[src/rtl/id_ex_pkg.sv]
`default_nettype none
// ============================================================================
// Module      : id_ex_pkg
// Description : Shared widths, register-zero constant and control bundle type
//               for the decode-to-execute pipeline register.
// Revision    : 1.0 - initial release
// ============================================================================
package id_ex_pkg;

    localparam int DEF_DATA_W = 16;
    localparam int DEF_ADDR_W = 4;
    localparam int DEF_CTRL_W = 12;

    // Architectural register that always reads as zero
    localparam int ZERO_REG   = 0;

    typedef logic [DEF_CTRL_W-1:0] ctrl_t;

endpackage : id_ex_pkg
`default_nettype wire

[src/rtl/id_ex_pipe_if.sv]
`default_nettype none
// ============================================================================
// Module      : id_ex_pipe_if
// Description : Decode-side inputs, write-back port and execute-side bundle of
//               the ID/EX pipeline register.
// Revision    : 1.0 - initial release
// ============================================================================
interface id_ex_pipe_if
    import id_ex_pkg::*;
#(
    parameter int DATA_W = DEF_DATA_W,
    parameter int ADDR_W = DEF_ADDR_W,
    parameter int CTRL_W = DEF_CTRL_W
) ();

    logic              stall;
    logic              flush;
    logic              id_valid;
    logic [ADDR_W-1:0] rs_addr;
    logic [ADDR_W-1:0] rt_addr;
    logic [ADDR_W-1:0] rd_addr;
    logic [DATA_W-1:0] rs_data;
    logic [DATA_W-1:0] rt_data;
    logic [DATA_W-1:0] imm;
    logic [CTRL_W-1:0] ctrl;
    logic              wb_we;
    logic [ADDR_W-1:0] wb_addr;
    logic [DATA_W-1:0] wb_data;

    logic              ex_valid;
    logic [ADDR_W-1:0] ex_rs_addr;
    logic [ADDR_W-1:0] ex_rt_addr;
    logic [ADDR_W-1:0] ex_rd_addr;
    logic [DATA_W-1:0] ex_rs_data;
    logic [DATA_W-1:0] ex_rt_data;
    logic [DATA_W-1:0] ex_imm;
    logic [CTRL_W-1:0] ex_ctrl;

    modport master (
        output stall, flush, id_valid, rs_addr, rt_addr, rd_addr,
               rs_data, rt_data, imm, ctrl, wb_we, wb_addr, wb_data,
        input  ex_valid, ex_rs_addr, ex_rt_addr, ex_rd_addr,
               ex_rs_data, ex_rt_data, ex_imm, ex_ctrl
    );

    modport slave (
        input  stall, flush, id_valid, rs_addr, rt_addr, rd_addr,
               rs_data, rt_data, imm, ctrl, wb_we, wb_addr, wb_data,
        output ex_valid, ex_rs_addr, ex_rt_addr, ex_rd_addr,
               ex_rs_data, ex_rt_data, ex_imm, ex_ctrl
    );

endinterface : id_ex_pipe_if
`default_nettype wire

[src/rtl/id_ex_operand.sv]
`default_nettype none
// ============================================================================
// Module      : id_ex_operand
// Description : One source-operand register with register-zero forcing,
//               write-back bypass on load and write-back refresh while stalled.
// Revision    : 1.0 - initial release
// ============================================================================
module id_ex_operand
    import id_ex_pkg::*;
#(
    parameter int DATA_W = DEF_DATA_W,
    parameter int ADDR_W = DEF_ADDR_W
) (
    input  wire logic              clk,
    input  wire logic              rst,
    input  wire logic              stall,
    input  wire logic              flush,
    input  wire logic [ADDR_W-1:0] src_addr,
    input  wire logic [DATA_W-1:0] src_data,
    input  wire logic [ADDR_W-1:0] held_addr,
    input  wire logic              wb_we,
    input  wire logic [ADDR_W-1:0] wb_addr,
    input  wire logic [DATA_W-1:0] wb_data,
    output logic      [DATA_W-1:0] data_q
);

    localparam logic [ADDR_W-1:0] C_ZERO_ADDR = ADDR_W'(ZERO_REG);

    logic [DATA_W-1:0] data_d;

    always_comb begin
        data_d = data_q;
        if (flush) begin
            data_d = '0;
        end else if (stall) begin
            // A write landing on the held source register keeps the operand fresh
            if (wb_we && (wb_addr == held_addr) && (held_addr != C_ZERO_ADDR)) begin
                data_d = wb_data;
            end
        end else if (src_addr == C_ZERO_ADDR) begin
            data_d = '0;
        end else if (wb_we && (wb_addr == src_addr)) begin
            data_d = wb_data;
        end else begin
            data_d = src_data;
        end
    end

    always_ff @(posedge clk) begin
        if (rst) begin
            data_q <= '0;
        end else begin
            data_q <= data_d;
        end
    end

endmodule : id_ex_operand
`default_nettype wire

[src/rtl/id_ex_pipe.sv]
`default_nettype none
// ============================================================================
// Module      : id_ex_pipe
// Description : Decode-to-execute pipeline register with flush, stall and
//               write-back bypass of both source operands.
// Revision    : 1.0 - initial release
// ============================================================================
module id_ex_pipe
    import id_ex_pkg::*;
#(
    parameter int DATA_W = DEF_DATA_W,
    parameter int ADDR_W = DEF_ADDR_W,
    parameter int CTRL_W = DEF_CTRL_W
) (
    input  wire logic   clk,
    input  wire logic   rst,
    id_ex_pipe_if.slave bus
);

    logic              ex_valid_q,   ex_valid_d;
    logic [ADDR_W-1:0] ex_rs_addr_q, ex_rs_addr_d;
    logic [ADDR_W-1:0] ex_rt_addr_q, ex_rt_addr_d;
    logic [ADDR_W-1:0] ex_rd_addr_q, ex_rd_addr_d;
    logic [DATA_W-1:0] ex_imm_q,     ex_imm_d;
    logic [CTRL_W-1:0] ex_ctrl_q,    ex_ctrl_d;
    logic [DATA_W-1:0] ex_rs_data_q;
    logic [DATA_W-1:0] ex_rt_data_q;

    always_comb begin
        ex_valid_d   = ex_valid_q;
        ex_rs_addr_d = ex_rs_addr_q;
        ex_rt_addr_d = ex_rt_addr_q;
        ex_rd_addr_d = ex_rd_addr_q;
        ex_imm_d     = ex_imm_q;
        ex_ctrl_d    = ex_ctrl_q;
        if (bus.flush) begin
            ex_valid_d   = 1'b0;
            ex_rs_addr_d = '0;
            ex_rt_addr_d = '0;
            ex_rd_addr_d = '0;
            ex_imm_d     = '0;
            ex_ctrl_d    = '0;
        end else if (!bus.stall) begin
            ex_valid_d   = bus.id_valid;
            ex_rs_addr_d = bus.rs_addr;
            ex_rt_addr_d = bus.rt_addr;
            ex_rd_addr_d = bus.rd_addr;
            ex_imm_d     = bus.imm;
            // A bubble must never carry live control into execute
            ex_ctrl_d    = bus.id_valid ? bus.ctrl : '0;
        end
    end

    always_ff @(posedge clk) begin
        if (rst) begin
            ex_valid_q   <= 1'b0;
            ex_rs_addr_q <= '0;
            ex_rt_addr_q <= '0;
            ex_rd_addr_q <= '0;
            ex_imm_q     <= '0;
            ex_ctrl_q    <= '0;
        end else begin
            ex_valid_q   <= ex_valid_d;
            ex_rs_addr_q <= ex_rs_addr_d;
            ex_rt_addr_q <= ex_rt_addr_d;
            ex_rd_addr_q <= ex_rd_addr_d;
            ex_imm_q     <= ex_imm_d;
            ex_ctrl_q    <= ex_ctrl_d;
        end
    end

    id_ex_operand #(
        .DATA_W (DATA_W),
        .ADDR_W (ADDR_W)
    ) u_rs_operand (
        .clk       (clk),
        .rst       (rst),
        .stall     (bus.stall),
        .flush     (bus.flush),
        .src_addr  (bus.rs_addr),
        .src_data  (bus.rs_data),
        .held_addr (ex_rs_addr_q),
        .wb_we     (bus.wb_we),
        .wb_addr   (bus.wb_addr),
        .wb_data   (bus.wb_data),
        .data_q    (ex_rs_data_q)
    );

    id_ex_operand #(
        .DATA_W (DATA_W),
        .ADDR_W (ADDR_W)
    ) u_rt_operand (
        .clk       (clk),
        .rst       (rst),
        .stall     (bus.stall),
        .flush     (bus.flush),
        .src_addr  (bus.rt_addr),
        .src_data  (bus.rt_data),
        .held_addr (ex_rt_addr_q),
        .wb_we     (bus.wb_we),
        .wb_addr   (bus.wb_addr),
        .wb_data   (bus.wb_data),
        .data_q    (ex_rt_data_q)
    );

    assign bus.ex_valid   = ex_valid_q;
    assign bus.ex_rs_addr = ex_rs_addr_q;
    assign bus.ex_rt_addr = ex_rt_addr_q;
    assign bus.ex_rd_addr = ex_rd_addr_q;
    assign bus.ex_rs_data = ex_rs_data_q;
    assign bus.ex_rt_data = ex_rt_data_q;
    assign bus.ex_imm     = ex_imm_q;
    assign bus.ex_ctrl    = ex_ctrl_q;

endmodule : id_ex_pipe
`default_nettype wire

[src/flat_wrapper.sv]
// flat-port wrapper written by rule: the top's interface ports become plain ports
module id_ex_pipe_flat import id_ex_pkg::*;
#(
    parameter int DATA_W = DEF_DATA_W,
    parameter int ADDR_W = DEF_ADDR_W,
    parameter int CTRL_W = DEF_CTRL_W
)
  (clk, rst, bus_stall, bus_flush, bus_id_valid, bus_rs_addr, bus_rt_addr, bus_rd_addr, bus_rs_data, bus_rt_data, bus_imm, bus_ctrl, bus_wb_we, bus_wb_addr, bus_wb_data, bus_ex_valid, bus_ex_rs_addr, bus_ex_rt_addr, bus_ex_rd_addr, bus_ex_rs_data, bus_ex_rt_data, bus_ex_imm, bus_ex_ctrl);
  id_ex_pipe_if #(.DATA_W(DATA_W), .ADDR_W(ADDR_W), .CTRL_W(CTRL_W)) bus_i ();
  input  wire logic clk;
  input  wire logic rst;
  input wire logic [$bits(bus_i.stall)-1:0] bus_stall;
  input wire logic [$bits(bus_i.flush)-1:0] bus_flush;
  input wire logic [$bits(bus_i.id_valid)-1:0] bus_id_valid;
  input wire logic [$bits(bus_i.rs_addr)-1:0] bus_rs_addr;
  input wire logic [$bits(bus_i.rt_addr)-1:0] bus_rt_addr;
  input wire logic [$bits(bus_i.rd_addr)-1:0] bus_rd_addr;
  input wire logic [$bits(bus_i.rs_data)-1:0] bus_rs_data;
  input wire logic [$bits(bus_i.rt_data)-1:0] bus_rt_data;
  input wire logic [$bits(bus_i.imm)-1:0] bus_imm;
  input wire logic [$bits(bus_i.ctrl)-1:0] bus_ctrl;
  input wire logic [$bits(bus_i.wb_we)-1:0] bus_wb_we;
  input wire logic [$bits(bus_i.wb_addr)-1:0] bus_wb_addr;
  input wire logic [$bits(bus_i.wb_data)-1:0] bus_wb_data;
  output wire logic [$bits(bus_i.ex_valid)-1:0] bus_ex_valid;
  output wire logic [$bits(bus_i.ex_rs_addr)-1:0] bus_ex_rs_addr;
  output wire logic [$bits(bus_i.ex_rt_addr)-1:0] bus_ex_rt_addr;
  output wire logic [$bits(bus_i.ex_rd_addr)-1:0] bus_ex_rd_addr;
  output wire logic [$bits(bus_i.ex_rs_data)-1:0] bus_ex_rs_data;
  output wire logic [$bits(bus_i.ex_rt_data)-1:0] bus_ex_rt_data;
  output wire logic [$bits(bus_i.ex_imm)-1:0] bus_ex_imm;
  output wire logic [$bits(bus_i.ex_ctrl)-1:0] bus_ex_ctrl;
  assign bus_i.stall = bus_stall;
  assign bus_i.flush = bus_flush;
  assign bus_i.id_valid = bus_id_valid;
  assign bus_i.rs_addr = bus_rs_addr;
  assign bus_i.rt_addr = bus_rt_addr;
  assign bus_i.rd_addr = bus_rd_addr;
  assign bus_i.rs_data = bus_rs_data;
  assign bus_i.rt_data = bus_rt_data;
  assign bus_i.imm = bus_imm;
  assign bus_i.ctrl = bus_ctrl;
  assign bus_i.wb_we = bus_wb_we;
  assign bus_i.wb_addr = bus_wb_addr;
  assign bus_i.wb_data = bus_wb_data;
  assign bus_ex_valid = bus_i.ex_valid;
  assign bus_ex_rs_addr = bus_i.ex_rs_addr;
  assign bus_ex_rt_addr = bus_i.ex_rt_addr;
  assign bus_ex_rd_addr = bus_i.ex_rd_addr;
  assign bus_ex_rs_data = bus_i.ex_rs_data;
  assign bus_ex_rt_data = bus_i.ex_rt_data;
  assign bus_ex_imm = bus_i.ex_imm;
  assign bus_ex_ctrl = bus_i.ex_ctrl;
  id_ex_pipe #(.DATA_W(DATA_W), .ADDR_W(ADDR_W), .CTRL_W(CTRL_W)) u_core (.clk(clk), .rst(rst), .bus(bus_i));
endmodule
[config.mk]
export PLATFORM = sky130hd
export DESIGN_NAME = id_ex_pipe_flat
export DESIGN_NICKNAME = d
export VERILOG_FILES = /design/src/rtl/id_ex_pkg.sv /design/src/rtl/id_ex_pipe_if.sv /design/src/rtl/id_ex_operand.sv /design/src/rtl/id_ex_pipe.sv /design/src/flat_wrapper.sv
export SDC_FILE = /design/constraint.sdc
export NUM_CORES = 1
export LEC_CHECK = 0
export ABC_AREA = 1
export CORE_MARGIN = 5
export CORE_UTILIZATION = 30
export CTS_CLUSTER_SIZE = 28
export DETAILED_ROUTE_END_ITERATION = 12
export HOLD_SLACK_MARGIN = 0.03
export PLACE_DENSITY_LB_ADDON = 0.1
export SETUP_SLACK_MARGIN = 0.05
export SYNTH_ARGS = -nofsm -noshare
export SYNTH_HDL_FRONTEND = slang
export SYNTH_HIERARCHICAL = 1
export SYNTH_SLANG_ARGS = --single-unit
[constraint.sdc]
create_clock -name clk -period 1.78 [get_ports clk]
set_clock_uncertainty 0.15 [all_clocks]
set_input_delay 0.534 -clock clk [delete_from_list [all_inputs] [get_ports clk]]
set_output_delay 0.534 -clock clk [all_outputs]
set_load 0.005 [all_outputs]
Word-level counts from Yosys, hierarchy flattened
Cells that the tools add are included.

cells by class
  equality and inequality tests = 6
  muxes and demuxes = 9
  reduce and logical (&&, ||, !) cells = 11

operators with widths
  kind                                                             count
  16-bit 2-to-1 mux                                                8
  4-bit == test                                                    4
  12-bit 2-to-1 mux                                                1
  4-bit logical NOT                                                2
  4-bit nonzero test                                               2
  1-bit logical AND                                                6
  2-bit by 1-bit != test with 1-bit output, second input constant  2
  2-bit OR reduction                                               1

storage, ports and cells
  bits in registers = 73
  input bits = 98
  logic and storage cells = 34

Depth between registers and ports, before layout
Gate-level depths: netlist of the first run.

  depth in word-level cells = 5
  depth in mapped cells = 10
  depth with buffers taken out = 9

Hierarchy
Netlist of the first run, hierarchy kept.

modules (own cells, without submodules)
  module         instances  cells an instance  area each (µm²)
  id_ex_operand  2          167                1147.4
  id_ex_pipe     1          181                1620.3

Worst setup path before layout of the first run
No wires, ideal clock.

  kind = input to register
  start = in bus_wb_addr[0]
  end = reg u_core.u_rs_operand.data_q[0]
  setup time = 0.143 ns
  arrival = 1.355 ns
  setup slack = 0.132 ns
  stages = 10
  buffers on the path = 1
  cells stage by stage = inv_2 nand2_1 nand2_1 nor2_1 nand3_2 nand2_2 buf_4 nand2_1 nand3_2 a21oi_2

on the way
  longest elaborated chain between the ends = 5
  elaborated cells on any way between the ends = 9

ends and longest elaborated chain
  element                 line                 source
  start: declaration      flat_wrapper.sv:23   input wire logic [$bits(bus_i.wb_addr)-1:0] bus_wb_addr;
  4-bit == test           id_ex_operand.sv:42  end else if (wb_we && (wb_addr == src_addr)) begin
  1-bit logical AND       id_ex_operand.sv:42
  16-bit 2-to-1 mux       id_ex_operand.sv:42
  16-bit 2-to-1 mux       id_ex_operand.sv:40  end else if (src_addr == C_ZERO_ADDR) begin
  16-bit 2-to-1 mux       id_ex_operand.sv:35  end else if (stall) begin
  end signal: assignment  id_ex_operand.sv:53  data_q <= data_d;
  end: declaration        id_ex_operand.sv:24  output logic [DATA_W-1:0] data_q

Parallel ways exist; a longest one is shown, timed or not.
A chain may end at the register's enable or synchronous reset.

Worst setup path in the final report of the first run
  start = reg u_core.ex_rs_addr_q[0], in the netlist u_core/bus.ex_rs_addr[0]
  end = out bus_ex_rs_addr[0]

RTL lines
  element                   line                source
  start: declaration        id_ex_pipe.sv:21    logic [ADDR_W-1:0] ex_rs_addr_q, ex_rs_addr_d;
  start signal: assignment  id_ex_pipe.sv:64    ex_rs_addr_q <= ex_rs_addr_d;
  end: declaration          flat_wrapper.sv:26  output wire logic [$bits(bus_i.ex_rs_addr)-1:0] bus_ex_rs_addr;

No word-level cell between the ends.

==> flow_summary.ini, run 1 <==
[drt]
drt_first_pass_iters = 4
dr.first_iter.drc_count = 181
routed_wl_um = 12800
wl_per_cell_um = 14.7
drt-vias-per-instance = 4.45
num_vias = 3869
antenna_left = 0
drc = 0

[setup_path]
worstSetupEndpointType = primary output
cp_slowest_stage_delay_ns = 0.38
worstSetupStartpointType = register
crit_path_cell_trace = dlygate4sd2_1
critPathArrivalTime_ns = 0.99
critPathTopFamily = flip-flops
path_class = reg2out
crit_slowest_cell = dfxtp_1
critical_path_buf_inv_count = 1
cp_max_fo = 4
required_ns = 1.10

[timing]
finalHoldViolCount = 0
setup_viol = 0
maxSlewHeadroom = 0.683
drv_slew = 0
whs_ns = 0.313
fin_crit_ns = 1.67
fin_crit_sh = 0.940
worstMarginPinSlew_ns = 0.476
rsz0062_at_grt = false
fmax_ghz = 0.598
tns_ns = 0

[global_route]
grt_max_degree = 33
antenna_found_initial = 0
overflow = 0
grt_pass1_vias = 4065
track_usage = 0.165
grt_first_pass_wirelength_um = 21100

[clock_tree]
cts_tree = yes
cts_buffer_depth = 2
clkLatencyLatePin_ns = 0.33
clkTransAtPathRegs_ns = 0.06
htreeDepth = 3
clockRootBuffer = clkbuf_16
cts_sinks = 73
cts_made_buffers = 9

[placed_design]
place.gp.congestion = 0.831
io_buffers = 170
dpl.hpwl_um = 9490

[yosys]
synth_nets = 613
syn_inst = 515
syn_area_per_cell_um2 = 7.60
postSynthRegisterBits = 73
synth_warnings = 6
yosysSeqAreaShare = 0.373
ys_types = 25
synth_area_um2 = 3920

[layout]
drive_above_1_share = 0.257
syn_to_final_growth_pct = 59.5
fin_nets = 790
diodes = 0

[min_path]
min-delay-path-class = reg2reg

[status]
outcome = complete, no violations

[die]
num_rows = 41
die_y_um = 124
pin_count = 171
die_x_um = 124
die_area_um2 = 15400
coreArea_um2 = 12700
initial_core_util = 0.308

[pwr]
internal_power_w = 0.00322
p_sw_w = 0.00114
leakage_nw = 2.80
p_comb_frac = 0.192
p_sw_frac = 0.262
p_seq_frac = 0.394
clkPwrFrac = 0.414
power_density_nw_per_um2 = 699
finalPower_w = 0.00437
peakVddDrop_mv = 0.334

[flow_run]
cap_violations = 0
registers in the layout, summed over array words and instances, names as in the netlist:
signal                      flops
u_core/bus.ex_ctrl             12
u_core/bus.ex_imm              16
u_core/bus.ex_rd_addr           4
u_core/bus.ex_rs_addr           4
u_core/bus.ex_rt_addr           4
u_core/bus.ex_valid             1
u_core/u_rs_operand/data_q     16
u_core/u_rt_operand/data_q     16
layout make-up:
class / instances / area (µm²)
multi-input combinational: 359 / 2140
clock buffer: 13 / 280
sequential: 73 / 1470
fill: 1297 / 6480
tap: 172 / 215
clock inverter: 3 / 21.3
inverter: 55 / 206
timing repair buffer: 194 / 1910
final timing paths:
| check | startpoint | endpoint | slack (ns) | cells past startpoint |
|---|---|---|---|---|
| setup reg to reg | u_core/bus.ex_rt_addr[3] | u_core/u_rt_operand/data_q[8] | 0.13 | 9 |
| hold / removal | u_core/u_rt_operand/data_q[4] | u_core/u_rt_operand/data_q[4] | 0.31 | 2 |
| hold reg to reg | u_core/u_rt_operand/data_q[4] | u_core/u_rt_operand/data_q[4] | 0.31 | 2 |
| setup / recovery | u_core/bus.ex_rs_addr[0] | bus_ex_rs_addr[0] | 0.11 | 1 |
per-stage QoR:
stage | instances | util | instance area (µm²) | worst slack [ns]
after global placement | 845 | 0.458 | 5830 | -0.553
after CTS | 865 | 0.486 | 6190 | 0.0514
after floorplan | 515 | - | 3920 | 0.132
after global routing | 869 | 0.491 | 6250 | 0.0163
after detailed placement | 845 | 0.458 | 5830 | -0.606
final | 869 | 0.491 | 6250 | 0.107
power by group through the flow:
stage               Clock (W)  Sequential [W]  Combinational (W)
floorplan                   0         0.00176           0.000395
global placement            0         0.00176           0.000832
detailed placement          0         0.00176           0.000838
CTS                   0.00186         0.00172           0.000829
global route          0.00195         0.00173           0.000916
finish                0.00181         0.00172           0.000839
cell usage after synthesis (all sizes together):
library cell / n / area [µm²]
nand2: 180 / 686
a21oi: 75 / 623
dfxtp: 73 / 1460
inv: 55 / 206
nand3: 48 / 360
nand3b: 32 / 240
buf: 25 / 194
nor2: 14 / 72.6
clkbuf: 4 / 15.0
or2: 3 / 18.8
nor3: 2 / 10.0
o21ai: 2 / 10.0
xnor2: 2 / 17.5
metal layers:
layer / track usage / vias up / wire, µm
met3: 0.0592 / 21 / 1090
met1: 0.201 / 1725 / 5500
met2: 0.265 / 132 / 5850
met4: 0.0658 / 0 / 321
met5: 0 / - / 0
li1: - / 1991 / -
logic make-up (layout without fill, tap and decap cells):
kind of cell | count (synthesis) | in the layout | synth area share
flip-flops | 73 | 73 | 0.373
AO/OA/AOI/OAI | 77 | 77 | 0.162
XOR/XNOR | 2 | 2 | 0.00448
buffers and inverters | 84 | 265 | 0.106
AND/OR/NAND/NOR | 279 | 280 | 0.354
layout by cell type (no fill, tap or decap), drive strengths merged:
cell type and n:
buf 24, clkbuf 22, nand3b 32, xnor2 2
o21ai 2, nor2 14, dfxtp 73, nor3 2
inv 56, or2 3, dlygate4sd2 75, bufbuf 1
a21oi 75, clkinv 1, nand2 181, clkdlybuf4s15 2
clkdlybuf4s50 83, clkinvlp 1, nand3 48
what timing repair did:
action | CTS | global route
buffers inserted | 1 | 3
gates cloned | 3 | 1
resized for setup | 115 | 30
hold buffers | 0 | 0
pin swaps | 5 | 13
endpoints found under the setup margin | 105 | 30
Power figures use the tool's default switching activity.
==> inputs of run 2 (changes only) <==
- clock period: 1.78 -> 1.5 ns (I/O delays scaled with it)
==> run 2 against run 1 <==
Effect of this change: the flow now finishes with violations (setup timing); die area is the same; sequential power grew 19%; flip-flop and latch count is the same; clock power grew 25%; final cell count grew 2.1%; sequential share of layout area grew 0.39 points; largest power group unchanged.
==> flow_summary.ini, run 2 (same netlist as run 1, synthesis figures left out) <==
[layout]
diodes = 0
stdcell_count = 887
mostFrequentLayoutCell = nand2_1
drive_above_1_share = 0.495
final_cell_mix = 161 x nand2_1, 83 x clkdlybuf4s50_1, 72 x buf_2
syn_to_final_growth_pct = 65.5
n_fill_cell = 1280
fin_nets = 811
final_util = 0.509
ff_latch_area_um2 = 1550
multi_input_area_um2 = 2330

[drt]
wl_per_cell_um = 14.8
routed_wl_um = 13100
wl_met3_um = 1010
wl_met1_um = 5690
top_layer = met4
num_vias = 3979
drt-vias-per-instance = 4.49
antenna_left = 0
drc = 0
wl_met2_um = 6090
drt_first_pass_iters = 7
dr.first_iter.drc_count = 190

[die]
die_x_um = 124
pin_count = 171
coreArea_um2 = 12700
initial_core_util = 0.308
die_y_um = 124
die_area_um2 = 15400
num_rows = 41

[pwr]
leakage_nw = 2.78
peakVddDrop_mv = 0.449
power_density_nw_per_um2 = 834

[min_path]
min-delay-path-class = in2reg
min_to = u_core/bus.ex_rs_addr[3]
hp-start = bus_rs_addr[3]
hold_depth = 3

[setup_path]
required_ns = 1.61
ff2ff_path_depth = 9
cp_max_fo = 8
worstSetupEndpointType = register
worstSetupStartpointType = register
path_class = reg2reg
reg2reg_to = u_core/u_rt_operand/data_q[8]
rrSetupSlack_ns = -0.13
critPathArrivalTime_ns = 1.74
reg2reg_from = u_core/bus.ex_rt_addr[3]

[placed_design]
dp_cells = 857
dpl.hpwl_um = 9790
place.gp.congestion = 0.824
io_buffers = 170

[timing]
rsz0062_at_grt = true
maxSlewHeadroom = 0.649
fin_crit_sh = 1.09
fmax_ghz = 0.612
tns_ns = -3.02
fin_crit_ns = 1.63
drv_slew = 0
worstMarginPinSlew_ns = 0.527
finalHoldViolCount = 0
setup_ws_ns = -0.134
setup_viol = 32

[global_route]
grt_first_pass_wirelength_um = 21300
grt_max_degree = 23
grt_pass1_vias = 4146
track_usage = 0.167
overflow = 0
antenna_found_initial = 0

[flow_run]
cap_violations = 0

[status]
violations = setup timing
outcome = finished, violations left

[clock_tree]
clockRootBuffer = clkbuf_16
htreeDepth = 3
cts_tree = yes
clkTransAtPathRegs_ns = 0.06
cts_sinks = 73
clkLatencyLatePin_ns = 0.33
cts_buffer_depth = 2
cts_made_buffers = 9
==> run 2: through the flow <==
step | worst slack [ns] | total power, W | hold slack (ns) | instance area, µm²
finish | -0.134 | 0.00540 | 0.268 | 6480
global route | -0.219 | 0.00565 | 0.274 | 6480
detailed placement | -0.835 | 0.00312 | 0.313 | 5970
CTS | -0.172 | 0.00543 | 0.313 | 6300
floorplan | -0.0375 | 0.00257 | 0.310 | 3960
global placement | -0.802 | 0.00311 | 0.304 | 5970
==> run 2: worst max-delay path by stage <==
stage / start / to / cells past startpoint
2_1_floorplan: bus_wb_addr[1] / u_core/u_rt_operand/data_q[0] / 9
3_3_place_gp: bus_wb_addr[2] / u_core/u_rt_operand/data_q[3] / 10
3_5_place_dp: bus_wb_addr[3] / u_core/u_rs_operand/data_q[12] / 10
4_1_cts: u_core/bus.ex_rt_addr[1] / u_core/u_rt_operand/data_q[1] / 10
5_1_grt: u_core/bus.ex_rt_addr[3] / u_core/u_rt_operand/data_q[7] / 10
6_report: u_core/bus.ex_rt_addr[3] / u_core/u_rt_operand/data_q[8] / 9
==> run 2: layer usage <==
| metal | vias up | track usage |
|---|---|---|
| li1 | 2033 | - |
| met1 | 1790 | 0.210 |
| met2 | 137 | 0.267 |
| met3 | 19 | 0.0549 |
| met4 | 0 | 0.0632 |
| met5 | - | 0 |
==> run 2: where the power goes <==
part	internal [W]	switching, W
clock	0.00147	0.000789
sequential	0.00201	0.0000375
combinational	0.000559	0.000537
total	0.00404	0.00136
==> run 2: repair_timing <==
action	4_1_cts	5_1_grt
cloned	2	2
hold endpoints to repair	0	0
setup buffers	12	1
endpoints found under the setup margin	105	77
gates resized for setup	420	52
pin swaps	20	23
hold buffers	0	0
==> run 2: worst max-delay path, cell delays in order, from the launching register on <==
cell	delay (ns)
dfxtp_2	0.32
buf_6	0.11
nand2_2	0.07
nand2_2	0.06
nor2_4	0.12
nand3_4	0.10
a21oi_4	0.22
clkbuf_16	0.21
nand3_2	0.07
a21oi_2	0.12
==> run 2: final cells by class <==
| cell class | count | area share |
|---|---|---|
| Clock inverter | 3 | 0.0104 |
| Clock buffer | 10 | 0.0369 |
| Timing Repair Buffer | 215 | 0.282 |
| Timing Repair inverter | 1 | 0.00135 |
| Multi-Input combinational cell | 358 | 0.360 |
| Inverter | 55 | 0.0357 |
| Sequential cell | 73 | 0.240 |
| Tap cell | 172 | 0.0332 |
==> inputs of run 3 (changes only) <==
- SLEW_MARGIN: default -> 20
==> results of run 3 <==
The final DEF is identical to that of run 2; final timing and power are the same.
